[src/rtl/letc_core_stage_m.sv]
// LETC Core memory stage: takes E's output register, runs loads/stores over a valid/ready
// data-memory port with lane alignment and load extension, and registers the result for W.

package letc_core_pkg;
    localparam logic [1:0] MEM_NOP   = 2'd0;
    localparam logic [1:0] MEM_LOAD  = 2'd1;
    localparam logic [1:0] MEM_STORE = 2'd2;

    localparam logic [1:0] SIZE_BYTE = 2'b00;
    localparam logic [1:0] SIZE_HALF = 2'b01;
    localparam logic [1:0] SIZE_WORD = 2'b10;

    typedef struct packed {
        logic        valid;
        logic [1:0]  rd_src;
        logic [4:0]  rd_idx;
        logic        rd_we;
        logic [1:0]  csr_alu_op;
        logic [11:0] csr_idx;
        logic [31:0] old_csr_value;
        logic [31:0] new_csr_value;
        logic [31:0] alu_result;
        logic [31:0] rs2_rdata;
        logic [1:0]  memory_op;
        logic        memory_signed;
        logic [1:0]  memory_size;
    } e_to_m_s;

    typedef struct packed {
        logic        valid;
        logic [1:0]  rd_src;
        logic [4:0]  rd_idx;
        logic        rd_we;
        logic [1:0]  csr_alu_op;
        logic [11:0] csr_idx;
        logic [31:0] old_csr_value;
        logic [31:0] new_csr_value;
        logic [31:0] alu_result;
        logic [31:0] memory_rdata;
    } m_to_w_s;
endpackage

module letc_core_stage_m
    import letc_core_pkg::*;
(
    input  logic        clk,
    input  logic        rst_n,
    input  e_to_m_s     e_to_m,
    input  logic        m_flush,
    output logic        m_ready,
    output logic        dmem_req_valid,
    input  logic        dmem_req_ready,
    output logic [31:0] dmem_req_addr,
    output logic        dmem_req_we,
    output logic [31:0] dmem_req_wdata,
    output logic [3:0]  dmem_req_wstrb,
    input  logic        dmem_rsp_valid,
    input  logic [31:0] dmem_rsp_rdata,
    output logic        m_misaligned,
    output m_to_w_s     m_to_w
);

    localparam logic [1:0] IDLE = 2'd0;
    localparam logic [1:0] REQ  = 2'd1;
    localparam logic [1:0] RSP  = 2'd2;

    function automatic logic misaligned_f(input logic [1:0] size, input logic [1:0] off);
        logic bad;
        case (size)
            SIZE_BYTE: bad = 1'b0;
            SIZE_HALF: bad = off[0];
            SIZE_WORD: bad = (off != 2'b00);
            default:   bad = 1'b1;
        endcase
        return bad;
    endfunction

    function automatic logic [31:0] store_data_f(input logic [1:0] size, input logic [31:0] rs2);
        logic [31:0] data;
        case (size)
            SIZE_BYTE: data = {4{rs2[7:0]}};
            SIZE_HALF: data = {2{rs2[15:0]}};
            SIZE_WORD: data = rs2;
            default:   data = 32'h0000_0000;
        endcase
        return data;
    endfunction

    function automatic logic [3:0] store_strb_f(input logic [1:0] size, input logic [1:0] off);
        logic [3:0] strb;
        case (size)
            SIZE_BYTE: strb = 4'b0001 << off;
            SIZE_HALF: strb = 4'b0011 << off;
            SIZE_WORD: strb = 4'b1111;
            default:   strb = 4'b0000;
        endcase
        return strb;
    endfunction

    function automatic logic [31:0] load_format_f(input logic [1:0]  size,
                                                  input logic        sgn,
                                                  input logic [1:0]  off,
                                                  input logic [31:0] rdata);
        logic [31:0] s;
        logic [31:0] res;
        s = rdata >> {off, 3'b000};
        case (size)
            SIZE_BYTE: res = {{24{sgn & s[7]}}, s[7:0]};
            SIZE_HALF: res = {{16{sgn & s[15]}}, s[15:0]};
            SIZE_WORD: res = s;
            default:   res = 32'h0000_0000;
        endcase
        return res;
    endfunction

    function automatic m_to_w_s pass_f(input e_to_m_s e, input logic [31:0] rdata, input logic vld);
        m_to_w_s w;
        w.valid         = vld;
        w.rd_src        = e.rd_src;
        w.rd_idx        = e.rd_idx;
        w.rd_we         = e.rd_we;
        w.csr_alu_op    = e.csr_alu_op;
        w.csr_idx       = e.csr_idx;
        w.old_csr_value = e.old_csr_value;
        w.new_csr_value = e.new_csr_value;
        w.alu_result    = e.alu_result;
        w.memory_rdata  = rdata;
        return w;
    endfunction

    logic [1:0]  state_q, state_d;
    logic        killed_q, killed_d;
    m_to_w_s     m_to_w_q, m_to_w_d;

    logic [1:0]  off_s;
    logic        is_mem_s;
    logic        is_store_s;
    logic        misaligned_s;
    logic        req_valid_s;
    logic        misaligned_pulse_s;
    logic        m_ready_s;
    logic [31:0] load_data_s;

    assign off_s        = e_to_m.alu_result[1:0];
    assign is_mem_s     = (e_to_m.memory_op != MEM_NOP);
    assign is_store_s   = (e_to_m.memory_op == MEM_STORE);
    assign misaligned_s = misaligned_f(e_to_m.memory_size, off_s);
    assign load_data_s  = load_format_f(e_to_m.memory_size, e_to_m.memory_signed, off_s, dmem_rsp_rdata);

    // Next-state, handshake and W-result computation for the IDLE/REQ/RSP sequencer.
    always_comb begin
        state_d            = state_q;
        killed_d           = killed_q;
        m_to_w_d           = m_to_w_q;
        m_to_w_d.valid     = 1'b0;
        m_ready_s          = 1'b0;
        req_valid_s        = 1'b0;
        misaligned_pulse_s = 1'b0;
        case (state_q)
            IDLE: begin
                m_ready_s = 1'b1;
                killed_d  = 1'b0;
                // A flush here wins over everything: nothing is issued and W sees a bubble.
                if (e_to_m.valid && !m_flush) begin
                    if (!is_mem_s) begin
                        m_to_w_d = pass_f(e_to_m, 32'h0000_0000, 1'b1);
                    end else if (misaligned_s) begin
                        misaligned_pulse_s = 1'b1;
                    end else begin
                        m_ready_s   = 1'b0;
                        req_valid_s = 1'b1;
                        if (dmem_req_ready) begin
                            state_d = RSP;
                        end else begin
                            state_d = REQ;
                        end
                    end
                end else begin
                    m_to_w_d.valid = 1'b0;
                end
            end
            REQ: begin
                req_valid_s = 1'b1;
                if (m_flush) begin
                    killed_d = 1'b1;
                end else begin
                    killed_d = killed_q;
                end
                if (dmem_req_ready) begin
                    state_d = RSP;
                end else begin
                    state_d = REQ;
                end
            end
            RSP: begin
                if (dmem_rsp_valid) begin
                    m_ready_s = 1'b1;
                    if (is_store_s) begin
                        m_to_w_d = pass_f(e_to_m, 32'h0000_0000, !(killed_q || m_flush));
                    end else begin
                        m_to_w_d = pass_f(e_to_m, load_data_s, !(killed_q || m_flush));
                    end
                    killed_d = 1'b0;
                    state_d  = IDLE;
                end else if (m_flush) begin
                    killed_d = 1'b1;
                end else begin
                    killed_d = killed_q;
                end
            end
            default: begin
                state_d  = IDLE;
                killed_d = 1'b0;
            end
        endcase
    end

    // Sequencer state, kill flag and W output register.
    always_ff @(posedge clk or negedge rst_n) begin
        if (!rst_n) begin
            state_q  <= IDLE;
            killed_q <= 1'b0;
            m_to_w_q <= '0;
        end else begin
            state_q  <= state_d;
            killed_q <= killed_d;
            m_to_w_q <= m_to_w_d;
        end
    end

    // Request/abort strobes are combinational, so hold them low while reset is asserted.
    assign dmem_req_valid = req_valid_s & rst_n;
    assign m_misaligned   = misaligned_pulse_s & rst_n;
    assign m_ready        = m_ready_s;
    assign dmem_req_addr  = {e_to_m.alu_result[31:2], 2'b00};
    assign dmem_req_we    = is_store_s;
    assign dmem_req_wdata = is_store_s ? store_data_f(e_to_m.memory_size, e_to_m.rs2_rdata) : 32'h0000_0000;
    assign dmem_req_wstrb = is_store_s ? store_strb_f(e_to_m.memory_size, off_s) : 4'b0000;
    assign m_to_w         = m_to_w_q;

endmodule

[config.mk]
export PLATFORM = sky130hd
export DESIGN_NAME = letc_core_stage_m
export DESIGN_NICKNAME = d
export VERILOG_FILES = /design/src/rtl/letc_core_stage_m.sv
export SDC_FILE = /design/constraint.sdc
export NUM_CORES = 1
export LEC_CHECK = 0
export CAP_MARGIN = 20
export CORE_MARGIN = 4
export CORE_UTILIZATION = 30
export CTS_CLUSTER_DIAMETER = 40
export DETAILED_ROUTE_END_ITERATION = 12
export GPL_ROUTABILITY_DRIVEN = 0
export HOLD_SLACK_MARGIN = 0.15
export PLACE_DENSITY_LB_ADDON = 0.3
export SLEW_MARGIN = 10
export SYNTH_ARGS = -nofsm -noshare
export SYNTH_HDL_FRONTEND = slang
export SYNTH_SLANG_ARGS = --single-unit
export TNS_END_PERCENT = 5
[constraint.sdc]
create_clock -name clk -period 3.1 [get_ports clk]
set_input_delay 0.775 -clock clk [delete_from_list [all_inputs] [get_ports clk]]
set_output_delay 0.775 -clock clk [all_outputs]
set_load 0.01 [all_outputs]
**Word-level counts from Yosys, hierarchy flattened**

Index checks and enable logic that the tools add are counted.

- Flip-flop bits (word level): 154
- Output and inout bits: 223
- Word-level logic and storage cells: 73

- Equality and inequality tests: 10
- Shifts and indexed selects: 3
- Multiplexer cells: 33
- Bitwise logic cells: 4
- Reductions and logical operators: 11

Operator list:

| operator | number |
|---|---|
| $mux 151 | 2 |
| $pmux 151 s2 | 1 |
| $pmux 32 s3 | 2 |
| $mux 150 | 1 |
| $mux 32 | 2 |
| $shr 32x5->32 | 1 |
| $mux 1 | 13 |
| $pmux 4 s3 | 1 |
| $mux 2 | 5 |
| $ne 2x2->1 const B | 5 |
| $reduce_and 4->1 | 2 |
| $eq 2x2->1 const B | 3 |
| $pmux 1 s2 | 3 |
| $pmux 2 s3 | 1 |
| $reduce_bool 2->1 | 3 |
| $and 1x1->1 | 4 |
| $eq 2x1->1 const B | 2 |
| $logic_not 2->1 | 2 |
| $mux 4 | 1 |
| $shl 1x2->4 const A | 1 |
| $shl 2x2->4 const A | 1 |
| $pmux 1 s3 | 1 |
| $logic_not 1->1 | 2 |
| $logic_and 1x1->1 | 1 |
| $logic_or 1x1->1 | 1 |

**Depth between registers and ports, before layout**

Gate-level depths: netlist of run 1.

- Word-level depth: 7
- Depth in mapped cells: 10

**Worst setup path after synthesis of run 1**

No wires, ideal clock.

- Path kind: input-to-output
- Start: input e_to_m[1] (netlist name)
- End: output dmem_req_wdata[10]
- Arrival time: 1.979 ns
- Path slack: 0.346 ns
- Cell stages on the path: 6
- Path buffers: 2
- Cell sequence: buf_2 > clkinv_1 > nor2_1 > buf_2 > nand2_1 > a21oi_1

- Cells in the longest elaborated chain, start to end: 3

RTL lines:

| what | line | source |
|---|---|---|
| start, declared | 48 | `input e_to_m_s e_to_m,` |
| $eq 2x2->1, or another cell as far along | 80 | `case (size)` |
| $pmux 32 s3 (*) | 80 |  |
| $mux 32 (*) | 237 | `assign dmem_req_wdata = is_store_s ? store_data_f(e_to_m.memory_size, e_to_m.rs2_rdata) : 32'h0000_0000;` |
| end, declared | 55 | `output logic [31:0] dmem_req_wdata,` |

Mark *: on every way between the ends. The rest lies on a longest branch, timed or not.

**Worst setup path after layout of run 1**

- Start: input e_to_m[3] (netlist name)
- End: output dmem_req_we

- Cells in the longest elaborated chain, start to end: 1

RTL lines:

| what | line | source |
|---|---|---|
| $eq 2x2->1 | 146 | `assign is_store_s = (e_to_m.memory_op == MEM_STORE);` |
| end, declared | 54 | `output logic dmem_req_we,` |

No other way between the ends.

==> results.yml, run 1 <==
setup_path:
  setup.worst_path.class: "input port to primary output"
  worst-path-max-fanout: 26
  arrival_ns: 2.25
  path_buf_inv: 4
  cp_cell_sequence: "clkdlybuf4s50_1 -> nand2b_1 -> buf_6 -> inv_2 -> clkdlybuf4s50_1"
  critical_path.startpoint_type: "input port"
  crit_path_max_incr_delay_ns: 0.50
  critPathTopFamily: "buffers and inverters"
  critical_path.endpoint_type: "primary output"
  required_time_worst_endpoint_ns: 2.32
  crit_slowest_cell: "sky130_fd_sc_hd__clkdlybuf4s50_1"
  most_frequent_cp_cell: "sky130_fd_sc_hd__clkdlybuf4s50_1"
routing:
  routedWlPerCell_um: 17.8
  routed-via-count: 7632
  wl_met2_um: 14400
  detailroute.wirelength.met3_um: 2400
  routed_via_density: 4.76
  postRouteWirelength_um: 28500
  drt_iter0_drc: 470
  top_signal_layer_used: "met5"
  drt-met1-wl_um: 10800
  final_antenna_net_count: 0
  detail_route.first_pass.iterations: 4
  route.detailed.drc: 0
synthesis:
  postSynthRegisterBits: 154
  post_synth.cell_area_avg_sq_um: 8.73
  synth-async-reset-ratio: 1.00
  synth_area_sq_um: 7760
  synth.distinct_cells: 45
  synth_enable_flop_cells: 0
  ys_top_cells_by_area: "sky130_fd_sc_hd__dfrtp_1 50%, sky130_fd_sc_hd__nand2_1 14%, sky130_fd_sc_hd__nand3_1 7.7%"
  yosysWarnings: 0
  synth_top_area_share: 0.497
  post_synth_inst_count: 889
  synth.yosys.seq_area_share: 0.497
  postSynth.topFlopCell: "sky130_fd_sc_hd__dfrtp_1"
  post_synthesis_cell_type_with_the_largest_combined_area: "sky130_fd_sc_hd__dfrtp_1"
finish:
  final_cell_area_sq_um: 12800
  n_fill_cell: 2434
  most_common_cell_after_layout_fill_and_taps_aside: "sky130_fd_sc_hd__clkdlybuf4s50_1"
  finish.net_count: 1456
  area_growth_pct: 64.4
  most-common-layout-cells: "370 x sky130_fd_sc_hd__clkdlybuf4s50_1, 291 x sky130_fd_sc_hd__nand2_1, 154 x sky130_fd_sc_hd__dfrtp_1, 120 x sky130_fd_sc_hd__nand3_1, 35 x sky130_fd_sc_hd__mux2i_1"
  drive_gt1_frac: 0.0801
timing:
  timing.final.setup_violations: 0
  count_of_pins_over_their_slew_limit: 0
  worst_slew_margin_rel: 0.336
  top_achievable_clock_speed_ghz: 0.331
  hold_slack_ns: 0.422
  period_utilisation_layout: 0.976
  setup_slack_ns: 0.0747
  final.setup_skew_ns: 0.0225
  timing_worst_slew_pin_value_ns: 0.997
  timing.final.hold_violations: 0
  rsz0062_at_grt: "no"
  finalWorstPathRequiredPeriod_ns: 3.03
placed_design:
  numPortBuffers: 413
  post_dp_cell_area_sq_um: 12100
  dp_slack_ns: -0.264
  place_hpwl_um: 21000
grt:
  first_global_vias: 7708
  grt_first_pass_wirelength_um: 43200
  antenna_found_initial: 2
  groute.usage.overall: 0.191
  globalRoute.totalOverflow: 0
  grt_max_degree: 155
die:
  floorplan.io_pins: 416
  placement_rows: 58
  floorplan.die_area_sq_um: 28500
  die_height_um: 169
  floorplan.die.width_um: 169
  design.core.area_sq_um: 25300
  starting_utilization_of_the_core_area: 0.306
power_and_ir_drop:
  worst_ir_drop_vdd_mv: 0.329
  p_leak_nw: 6.23
  power_per_cell_area_nw_per_um2: 671
clock_network:
  htreeDepth: 4
  cts.clk_slew.worst_paths_ns: 0.07
  clk_latency_ns: 0.43
  holdBufCountCts: 0
  maximum_number_of_buffers_from_clock_root_to_sink: 2
  clock_tree_from_tritoncts: "done"
  tritoncts_num_sinks: 154
  number_of_clock_buffers_inserted_by_tritoncts: 17
  clockRootBuffer: "sky130_fd_sc_hd__clkbuf_16"
hold_path:
  holdCritPathClass: "input port to async pin"
job:
  drv_cap: 0
outcome:
  status: "finished, final reports clean"
[cells in the mapped netlist (2+ instances only)]
library cell and number:
sky130_fd_sc_hd__mux2i_1 35, sky130_fd_sc_hd__buf_2 15, sky130_fd_sc_hd__nand3b_1 8, sky130_fd_sc_hd__nor2_1 18, sky130_fd_sc_hd__o21ai_0 33, sky130_fd_sc_hd__nor4_1 8, sky130_fd_sc_hd__o21ai_1 17, sky130_fd_sc_hd__buf_6 13
sky130_fd_sc_hd__buf_4 35, sky130_fd_sc_hd__buf_1 5, sky130_fd_sc_hd__a21oi_1 27, sky130_fd_sc_hd__nor4b_1 8, sky130_fd_sc_hd__o21a_1 4, sky130_fd_sc_hd__nand2_1 292, sky130_fd_sc_hd__clkbuf_1 34, sky130_fd_sc_hd__nand3_1 120
sky130_fd_sc_hd__and2_1 8, sky130_fd_sc_hd__a22oi_1 8, sky130_fd_sc_hd__mux2_2 15, sky130_fd_sc_hd__dfrtp_1 154, sky130_fd_sc_hd__nor2b_1 2, sky130_fd_sc_hd__inv_1 3, sky130_fd_sc_hd__nand2b_1 3, sky130_fd_sc_hd__ha_1 3
[power breakdown]
part / internal (mW) / switching (mW) / total [mW]
clock: 1.15 / 0.917 / 2.07
sequential: 2.57 / 0.283 / 2.85
combinational: 1.76 / 1.88 / 3.64
total: 5.48 / 3.08 / 8.56
[registers in the layout (all words and copies together), names as in the netlist]
name      flops
killed_q      1
m_to_w      151
state_q       2
[what timing repair did]
| item | CTS | global route |
|---|---|---|
| setup endpoints to repair | 39 | 28 |
| pin swaps | 1 | 0 |
| gates resized for setup | 18 | 30 |
| cloned | 0 | 0 |
| setup buffers | 0 | 0 |
[per-stage QoR]
| stage | setup TNS (ns) | total power [mW] | std cells | utilization |
|---|---|---|---|---|
| global placement | -6.45 | 6.55 | 1571 | 0.478 |
| detailed placement | -6.80 | 6.60 | 1571 | 0.478 |
| floorplan | 0 | 4.56 | 890 | - |
| finish | 0 | 8.56 | 1604 | 0.504 |
| global route | 0 | 9.08 | 1604 | 0.504 |
| CTS | -4.37 | 8.69 | 1603 | 0.500 |
[logic make-up (layout without fill, tap and decap cells)]
kind of cell             Yosys count  after routing  share of synthesized area
AO/OA/AOI/OAI                    100            100                     0.0761
multiplexers                      51             51                     0.0698
adder cells (fa/ha/maj)            3              3                    0.00484
XOR/XNOR                           1              1                    0.00113
buffers and inverters            108            491                     0.0856
AND/OR/NAND/NOR                  471            471                      0.265
flip-flops                       154            154                      0.497
other                              1              3                   0.000483
[layer usage]
layer,track usage,vias to the layer above
met5,0,-
met4,0.0762,2
met3,0.0589,49
met2,0.334,307
met1,0.216,3595
li1,-,3679
[layout make-up]
class,instances,area [sq um],share of cell area
sequential,154,3850,0.302
inverter,5,18.8,0.00147
clock buffer,19,443,0.0347
multi-input combinational,628,3280,0.258
clock inverter,13,135,0.0106
tap,330,413,0.0324
antenna,1,2.50,0.000196
timing repair buffer,454,4600,0.361
[worst reg2reg max path, stage by stage, from the launching register on]
cell	delay [ns]
sky130_fd_sc_hd__dfrtp_1	0.39
sky130_fd_sc_hd__inv_1	0.10
sky130_fd_sc_hd__ha_1	0.29
sky130_fd_sc_hd__or3b_1	0.44
sky130_fd_sc_hd__a221oi_4	0.39
sky130_fd_sc_hd__buf_12	0.23
sky130_fd_sc_hd__nand2_1	0.31
sky130_fd_sc_hd__o21ai_0	0.29
[path summary, 6_finish.rpt]
| kind | from | end | slack [ns] | depth (start not counted) |
|---|---|---|---|---|
| max | e_to_m[3] | dmem_req_we | 0.07 | 5 |
| min reg2reg | m_to_w[61] | m_to_w[61] | 0.46 | 2 |
| min | rst_n | m_to_w[29] | 0.42 | 2 |
| min in group clk | m_to_w[61] | m_to_w[61] | 0.46 | 2 |
| max reg2reg | state_q[0] | m_to_w[10] | 0.56 | 7 |
| max in group asynchronous | rst_n | m_to_w[9] | 1.82 | 2 |
Power figures use the tool's default switching activity.
==> run 2, diff against run 1 <==
- GPL_TIMING_DRIVEN: default -> 0
==> results.yml, run 2 (synthesized netlist as in run 1, its figures left out) <==
timing:
  finalWorstPathRequiredPeriod_ns: 3.04
  timing.final.setup_violations: 0
  worst_slew_margin_rel: 0.595
  final.setup_skew_ns: 0.00660
  top_achievable_clock_speed_ghz: 0.328
  timing_worst_slew_pin_value_ns: 0.605
  count_of_pins_over_their_slew_limit: 0
  rsz0062_at_grt: "yes"
  period_utilisation_layout: 0.982
  timing.final.hold_violations: 0
clock_network:
  clk_latency_ns: 0.42
  clock_tree_from_tritoncts: "done"
  maximum_number_of_buffers_from_clock_root_to_sink: 2
  number_of_clock_buffers_inserted_by_tritoncts: 17
  htreeDepth: 4
  cts.clk_slew.worst_paths_ns: 0.07
  clockRootBuffer: "sky130_fd_sc_hd__clkbuf_16"
  tritoncts_num_sinks: 154
die:
  floorplan.io_pins: 416
  placement_rows: 58
  die_height_um: 169
  floorplan.die_area_sq_um: 28500
  starting_utilization_of_the_core_area: 0.306
  design.core.area_sq_um: 25300
  floorplan.die.width_um: 169
setup_path:
  critPathTopFamily: "buffers and inverters"
  required_time_worst_endpoint_ns: 2.32
  critical_path.startpoint_type: "input port"
  crit_slowest_cell: "sky130_fd_sc_hd__clkdlybuf4s50_1"
  arrival_ns: 2.27
  worst-path-max-fanout: 18
  crit_path_max_incr_delay_ns: 0.58
  path_buf_inv: 4
  critical_path.endpoint_type: "primary output"
  setup.worst_path.class: "input port to primary output"
  most_frequent_cp_cell: "sky130_fd_sc_hd__clkdlybuf4s50_1"
  cp_cell_sequence: "clkdlybuf4s50_1 -> nand2b_1 -> buf_4 -> inv_6 -> clkdlybuf4s50_1"
routing:
  final_antenna_net_count: 0
  postRouteWirelength_um: 30700
  routed_via_density: 4.76
  routed-via-count: 7940
  drt_iter0_drc: 446
  detail_route.first_pass.iterations: 5
  routedWlPerCell_um: 18.4
  route.detailed.drc: 0
finish:
  multiInputGateArea_sq_um: 3260
  area_growth_pct: 67.3
  max_ffs_per_register: 151
  n_fill_cell: 2414
  n_diodes: 0
  finish.net_count: 1522
  layoutNonFillerInstCount: 1669
  final_cell_area_sq_um: 13000
  most-common-layout-cells: "369 x sky130_fd_sc_hd__clkdlybuf4s50_1, 292 x sky130_fd_sc_hd__nand2_1, 154 x sky130_fd_sc_hd__dfrtp_1, 120 x sky130_fd_sc_hd__nand3_1, 43 x sky130_fd_sc_hd__buf_4"
  ff_latch_area_sq_um: 3850
  drive_gt1_frac: 0.108
  most_common_cell_after_layout_fill_and_taps_aside: "sky130_fd_sc_hd__clkdlybuf4s50_1"
outcome:
  status: "finished, final reports clean"
power_and_ir_drop:
  power_mw: 8.62
  seq_power_share: 0.330
  worst_ir_drop_vdd_mv: 0.299
  power_switching_mw: 3.18
  combinationalPowerShare: 0.435
  swShare: 0.368
  power_per_cell_area_nw_per_um2: 664
  intPower_mw: 5.45
  clkPwrFrac: 0.235
  p_leak_nw: 6.09
grt:
  antenna_found_initial: 2
  first_global_vias: 8112
  grt_max_degree: 84
  grt_first_pass_wirelength_um: 46800
  globalRoute.totalOverflow: 0
  groute.usage.overall: 0.209
job:
  drv_cap: 0
placed_design:
  post_dp_cell_area_sq_um: 12300
  place_hpwl_um: 24100
  numPortBuffers: 412
  dp.cells: 1633
hold_path:
  holdCritPathClass: "input port to async pin"
run 2: cell type report:
class                      count  share of cell area
sequential                   154               0.297
timing repair buffer         419               0.320
multi-input combinational    628               0.251
inverter                       5             0.00222
clock buffer                  18              0.0338
tap                          330              0.0318
buffer                       101              0.0537
clock inverter                14              0.0100
run 2: layer usage:
metal	GRT usage	routed length, um	up-vias
li1	-	-	3830
met1	0.237	11600	3714
met2	0.370	15600	339
met3	0.0612	2470	53
met4	0.0790	1020	4
met5	0	21	-
run 2: final timing paths:
kind	start	end	slack (ns)	cells past startpoint
max	e_to_m[3]	dmem_req_we	0.06	5
min	rst_n	m_to_w[22]	0.26	1
max reg2reg	state_q[1]	m_to_w[81]	0.47	9
min reg2reg	m_to_w[42]	m_to_w[42]	0.46	2
max in group asynchronous	rst_n	m_to_w[8]	2.14	2
min in group clk	m_to_w[42]	m_to_w[42]	0.46	2
run 2: power groups by stage:
stage	Sequential [mW]	Combinational, mW	Clock, mW
floorplan	3.14	1.42	0
global route	2.94	4.08	2.17
CTS	2.86	3.81	2.09
detailed placement	2.90	3.80	0
global placement	2.87	3.77	0
finish	2.85	3.75	2.03
run 2: repair_timing:
item	in CTS	in global routing
endpoints found under the setup margin	40	25
hold buffers	0	0
pin swaps	2	0
resized for setup	70	29
gates cloned	0	1
setup buffers	5	0
run 2: metrics by stage:
step                       util   TNS, ns  setup slack (ns)  hold WS (ns)
after floorplan               -         0             0.346         0.479
after global placement    0.486   -895.96             -5.55         0.448
after detailed placement  0.487    -38.04             -1.20         0.454
after CTS                 0.512    -0.526            -0.111         0.259
after global routing      0.513  -0.00606          -0.00409         0.267
final                     0.513         0            0.0553         0.261
==> run 3, diff against run 2 <==
- CAP_MARGIN: 20 -> default
==> results of run 3 <==
The final DEF is identical to that of run 2; final timing and power are the same.
